## src/rtl/inst_ram_256x8.sv

```systemverilog
// Byte-addressable instruction memory read as 32-bit big-endian words.
// One-cycle registered fetch with wrap-around indexing, plus a byte-wide load port.
`timescale 1ns/1ps
module inst_ram_256x8 #(
    parameter int DEPTH = 256,
    parameter int AW    = 8
) (
    input  logic          clk,
    input  logic          rst_n,
    input  logic          enable,
    input  logic [31:0]   address,
    output logic [31:0]   data_out,
    output logic          valid,
    output logic          addr_err,
    input  logic          load_en,
    input  logic [AW-1:0] load_addr,
    input  logic [7:0]    load_data
);

    logic [7:0]    mem [0:DEPTH-1];

    logic [AW-1:0] rd_idx;
    logic [7:0]    rd_byte [0:3];

    logic [31:0]   data_q, data_d;
    logic          valid_q, valid_d;
    logic          err_q, err_d;

    assign rd_idx = address[AW-1:0];

    // Lane gi reads byte i+gi; the AW-bit add wraps modulo DEPTH.
    generate
        for (genvar gi = 0; gi < 4; gi++) begin : g_lane
            logic [AW-1:0] lane_idx;
            assign lane_idx    = rd_idx + AW'(gi);
            assign rd_byte[gi] = mem[lane_idx];
        end
    endgenerate

    always_comb begin
        data_d  = data_q;
        valid_d = 1'b0;
        err_d   = err_q;
        if (enable) begin
            data_d  = {rd_byte[0], rd_byte[1], rd_byte[2], rd_byte[3]};
            valid_d = 1'b1;
            err_d   = |address[31:AW];
        end
    end

    always_ff @(posedge clk or negedge rst_n) begin
        if (!rst_n) begin
            data_q  <= 32'h0000_0000;
            valid_q <= 1'b0;
            err_q   <= 1'b0;
        end else begin
            data_q  <= data_d;
            valid_q <= valid_d;
            err_q   <= err_d;
        end
    end

    // Contents survive reset; a read on the same edge sees the old byte.
    always_ff @(posedge clk) begin
        if (load_en) begin
            mem[load_addr] <= load_data;
        end
    end

    assign data_out = data_q;
    assign valid    = valid_q;
    assign addr_err = err_q;

endmodule

```

## config.mk

```make
export PLATFORM = sky130hd
export DESIGN_NAME = inst_ram_256x8
export DESIGN_NICKNAME = d
export VERILOG_FILES = /design/src/rtl/inst_ram_256x8.sv
export SDC_FILE = /design/constraint.sdc
export NUM_CORES = 2
export LEC_CHECK = 0
export CAP_MARGIN = 20
export CORE_AREA = 2 2 612 614
export CTS_CLUSTER_DIAMETER = 50
export DETAILED_ROUTE_END_ITERATION = 10
export DIE_AREA = 0 0 614 616
export PLACE_DENSITY = 0.48
export SLEW_MARGIN = 25
export SYNTH_ARGS = -nofsm -noshare
export SYNTH_HDL_FRONTEND = slang
export SYNTH_SLANG_ARGS = --single-unit
```

## constraint.sdc

```tcl
create_clock -name clk -period 3.2 [get_ports clk]
set_clock_uncertainty 0.15 [all_clocks]
set_input_delay 0.48 -clock clk [delete_from_list [all_inputs] [get_ports clk]]
set_output_delay 0.48 -clock clk [all_outputs]
set_load 0.01 [all_outputs]
```

==> Yosys cells after proc, flatten, opt, wreduce, memory -nomap -nowiden <==
Memories as Yosys holds them, arrays and structs flattened. A register that Yosys moved wholly into a read port is not among the register bits.
Index checks and enable logic that the tools add are counted.
{ "op_classes": {"bitwise": 0, "muxes": 3, "n_lt_le_gt_ge": 0, "n_eq_ne": 0, "div": 0, "add_sub_neg": 3, "reduce_logical": 5, "multipliers": 0, "shifts": 0} }
{ "op_table": {"columns": ["operator", "count"], "rows": [
  ["OR reduction 24 bit", 1],
  ["adder 8 x 2 -> 8 bit, second input constant", 2],
  ["adder 8 x 1 -> 8 bit, second input constant", 1],
  ["zero test 1 bit", 4],
  ["2-to-1 mux 1 bit", 3]
]} }
{ "totals": {"ff_bits": 2, "n_memories": 1, "romBits": 0, "ram_bits": 2048, "latch_bits": 0, "out_inout_bits": 34} }
{ "mem_list": {"columns": ["name", "depth", "width", "read_ports", "rd_clocked_by_memory_dff", "wr", "line", "rtl"], "rows": [
  ["mem", 256, 8, 4, 4, 1, "20", "logic [7:0] mem [0:DEPTH-1];"]
]} }

==> Logic depth before layout (Yosys ltp) <==
{ "depth": {"ltp_word": 2, "mapped_depth": 20, "mapped_depth_nobuf": 9} }

==> Worst setup path after synthesis <==
OpenSTA, ideal clock, no wires.
{ "synth_timing": {"kind": "input to register", "start": "input port address[1]", "end": "register data_q[18] (netlist: data_out[18]), read port of mem", "path_stages": 18, "path_buffers": 9, "t_required_ps": 2926, "slack_ps": -1489, "setup_time_ps": 124, "arrival_time_ps": 4415, "path_cell_list": "buf_2 > buf_4 > buf_2 > buf_2 > buf_2 > buf_2 > inv_1 > ha_1 > buf_2 > clkbuf_1 > clkbuf_1 > mux4_2 > mux2i_1 > mux2i_1 > mux2_2 > a2111oi_0 > o221ai_1 > nor3b_1"} }
{ "synth_between": {"elab_chain_len": 1} }
{ "synth_lines": {"columns": ["element", "line", "rtl"], "rows": [
  ["start: declaration", "11", "input logic [31:0] address,"],
  ["adder 8 x 1 -> 8 bit", "35", "assign lane_idx = rd_idx + AW'(gi);"],
  ["end: declaration", "25", "logic [31:0] data_q, data_d;"]
]} }
Every way passes these cells.
A chain may end at the register's enable or synchronous reset.

==> Worst setup path in the final report <==
{ "layout_timing": {"start": "input port address[1]", "end": "register data_q[19] (netlist: data_out[19]), read port of mem"} }
Same word-level chain as after synthesis.

==> impl_metrics.json <==
{
  "crit_fanout": 22,
  "p_comb_frac": 0.199,
  "clockBufferDepth": 4,
  "final_hold_viol_count": 0,
  "hp-class": "in2reg",
  "r2r_slack_ns": 0.03,
  "outcome": "finished with violations",
  "switching_share": 0.291,
  "synthesis.nets": 7383,
  "period_minus_slack_ns": 3.23,
  "synth_fa_ha_area_frac": 0.000386,
  "finalSetupViolCount": 6,
  "num_rows": 224,
  "htreeDepth": 5,
  "synth_compound_area_frac": 0.0319,
  "synth_top_family_by_area": "multiplexers",
  "dr.pass1.iters": 5,
  "yosysUniqueCellTypes": 65,
  "fillers": 32454,
  "end_kind": "flop",
  "async_flop_share": 0.0163,
  "p_seq_frac": 0.377,
  "grt_max_degree": 101,
  "yosysTopAreaCell": "edfxtp_1",
  "worstMarginPinSlew_ns": 1.13,
  "worstSetupPathType": "in2reg",
  "synthXorXnorAreaFrac": 0.00159,
  "p_int_mw": 57.3,
  "p_per_area_nw_per_um2": 500,
  "synth_flop_cell": "edfxtp_1",
  "clkLatencyLatePin_ns": 0.97,
  "synth-edff-count": 2048,
  "drc_errors": 0,
  "synth_mux_area_frac": 0.411,
  "dp.final_hpwl_mm": 425,
  "vias_per_cell": 6.62,
  "clkTransAtPathRegs_ns": 0.05,
  "peakVddDrop_mv": 0.428,
  "place_inst": 13366,
  "power.total_mw": 80.9,
  "endpoint": "data_out[19]",
  "dp_slack_ns": -1.34,
  "syn2layout_area_growth_pct": 24.7,
  "min_period_over_period": 1.01,
  "clockPowerShare": 0.424,
  "start_util": 0.349,
  "die_w_um": 614,
  "fmax_mhz": 310,
  "ys_ff_latch": 2082,
  "setup_slack_ns": -0.0302,
  "grt_use_total": 0.301,
  "avgSynthCellArea_um2": 17.7,
  "multiInputGateArea_um2": 64100,
  "cts_buffers": 304,
  "wl_mm": 578,
  "p_leak_nw": 54.1,
  "die_area_um2": 378000,
  "io_pins": 86,
  "required_ns": 3.90,
  "synth_area_leaders": "edfxtp_1 (47%), mux4_2 (38%), mux2i_1 (2.7%)",
  "slew_headroom": 0.249,
  "synth-simple-area-share": 0.0443,
  "ys_warn_count": 0,
  "synth_cells": 7327,
  "grt_antenna_before_repair": 65,
  "wl_per_cell_um": 41.4,
  "cts_root_buf": "clkbuf_16",
  "synth_seq_area_share": 0.481,
  "die_y_um": 616,
  "startpoint": "address[1]",
  "syn_area_um2": 130000,
  "globalplace.congestion": 1.00,
  "rsz0062_at_grt": "false",
  "arrival_ns": 3.93,
  "portBuffers": 85,
  "violations": "setup timing",
  "final_layout_size_suffix_gt1_frac": 0.510,
  "r2r-start": "mem[23][3]",
  "switchingPower_mw": 23.5,
  "post-route-util": 0.435,
  "grt_pass1_vias": 87957,
  "grt_pass1_wl_mm": 774,
  "startpoint_type": "input port",
  "design_area_um2": 162000,
  "antenna_left": 0,
  "layout.area.seq_um2": 62300,
  "placed_area_um2": 151000,
  "slew_violations": 0,
  "cts_tree": "done",
  "synth_top_area_frac": 0.474,
  "nNetsFinal": 8765,
  "first_iter_violations": 14160,
  "final-instance-count-excl-fill": 13950,
  "vias": 92378,
  "numClockSinks": 2082,
  "grt-ovfl-total": 0,
  "core_area_um2": 371000,
  "cap_violations": 0,
  "worstRegToRegCells": 9,
  "reg2reg_to": "data_out[27]"
}
## metrics by stage
stage                     TNS [ns]  hold WS [ns]
final                       -0.118        0.0500
after floorplan              -6.88        0.0344
after global placement      -31.20         0.334
after CTS                        0       0.00884
after global routing             0        0.0570
after detailed placement    -29.65         0.343
## layer usage
metal	track usage	up-vias	part of all wire
li1	-	35116	-
met1	0.413	49799	0.39
met2	0.442	6467	0.44
met3	0.0960	978	0.12
met4	0.126	18	0.049
met5	0.000639	-	0.00030
## what timing repair did
| item | in CTS | in global routing |
|---|---|---|
| hold endpoints to repair | 129 | 0 |
| pin swaps | 0 | 4 |
| cloned | 0 | 1 |
| setup endpoints to repair | 11 | 16 |
| hold buffers | 6 | 0 |
| resized for setup | 14 | 27 |
| buffers inserted | 0 | 2 |
## power groups by stage
stage / Sequential [mW] / Combinational [mW] / Clock (mW)
after floorplan: 30.8 / 7.46 / 0
after global placement: 31.0 / 15.6 / 0
after detailed placement: 31.0 / 15.6 / 0
after CTS: 30.5 / 15.7 / 34.6
after global routing: 30.5 / 16.4 / 35.7
final: 30.5 / 16.1 / 34.3
## cell usage in the layout, fill, tap and decap left out, types with 68 or more instances in the layout
cell type,n
mux4_2,2199
a21oi_1,96
a221oi_1,78
buf_12,370
mux2i_1,348
buf_4,1350
nand2_1,567
clkdlybuf4s50_1,68
nand3_1,72
clkbuf_16,314
nor2_1,388
edfxtp_1,2048
## cells by family (layout without fill, tap and decap cells)
family / Yosys count / in the layout
other: 0 / 21
AND/OR/NAND/NOR: 1322 / 1322
AO/OA/AOI/OAI: 574 / 574
adder cells (fa/ha/maj): 4 / 4
XOR/XNOR: 21 / 21
multiplexers: 2570 / 2570
buffers and inverters: 754 / 2384
flip-flops: 2082 / 2082
## state kept, by name, indices dropped and copies added (netlist names)
signal / cells
data_out: 32
addr_err: 1
valid: 1
mem: 2048
## cell usage after synthesis, drive strengths merged (48+ instances only)
cell type  count
mux4        2199
edfxtp      2048
nand2        581
buf          492
nor2         395
mux2i        355
clkbuf       248
a21oi         98
a221oi        87
nand3         76
nand4         65
and3          62
a22oi         60
o21ai         59
a211oi        48
## critical path, stage by stage
cell and delay, ns:
buf_16 0.16, ha_1 0.32, xor2_4 0.23, buf_4 0.32
buf_12 0.25, mux4_2 0.35, mux2i_1 0.27, buf_4 0.21
o32ai_1 0.19, a2111oi_4 0.43, o221ai_4 0.29, buf_4 0.21
nor3b_1 0.12
## how the worst min path moves through the flow
stage	startpoint	endpoint	slack, ns	depth (start not counted)
after floorplan	rst_n	addr_err	0.03	0
after global placement	addr_err	addr_err	0.33	1
after detailed placement	addr_err	addr_err	0.34	1
after CTS	load_data[5]	mem[169][5]	0.009	1
after global routing	load_data[5]	mem[170][5]	0.06	1
final	load_data[5]	mem[170][5]	0.05	1
## layout make-up
cell class	instances	share of cell area
multi-input combinational	4491	0.397
sequential	2082	0.386
timing repair buffer	1816	0.115
clock buffer	351	0.0497
tap	4972	0.0385
clock inverter	203	0.0134
inverter	14	0.000356
antenna	21	0.000325
Power figures use the tool's default switching activity.
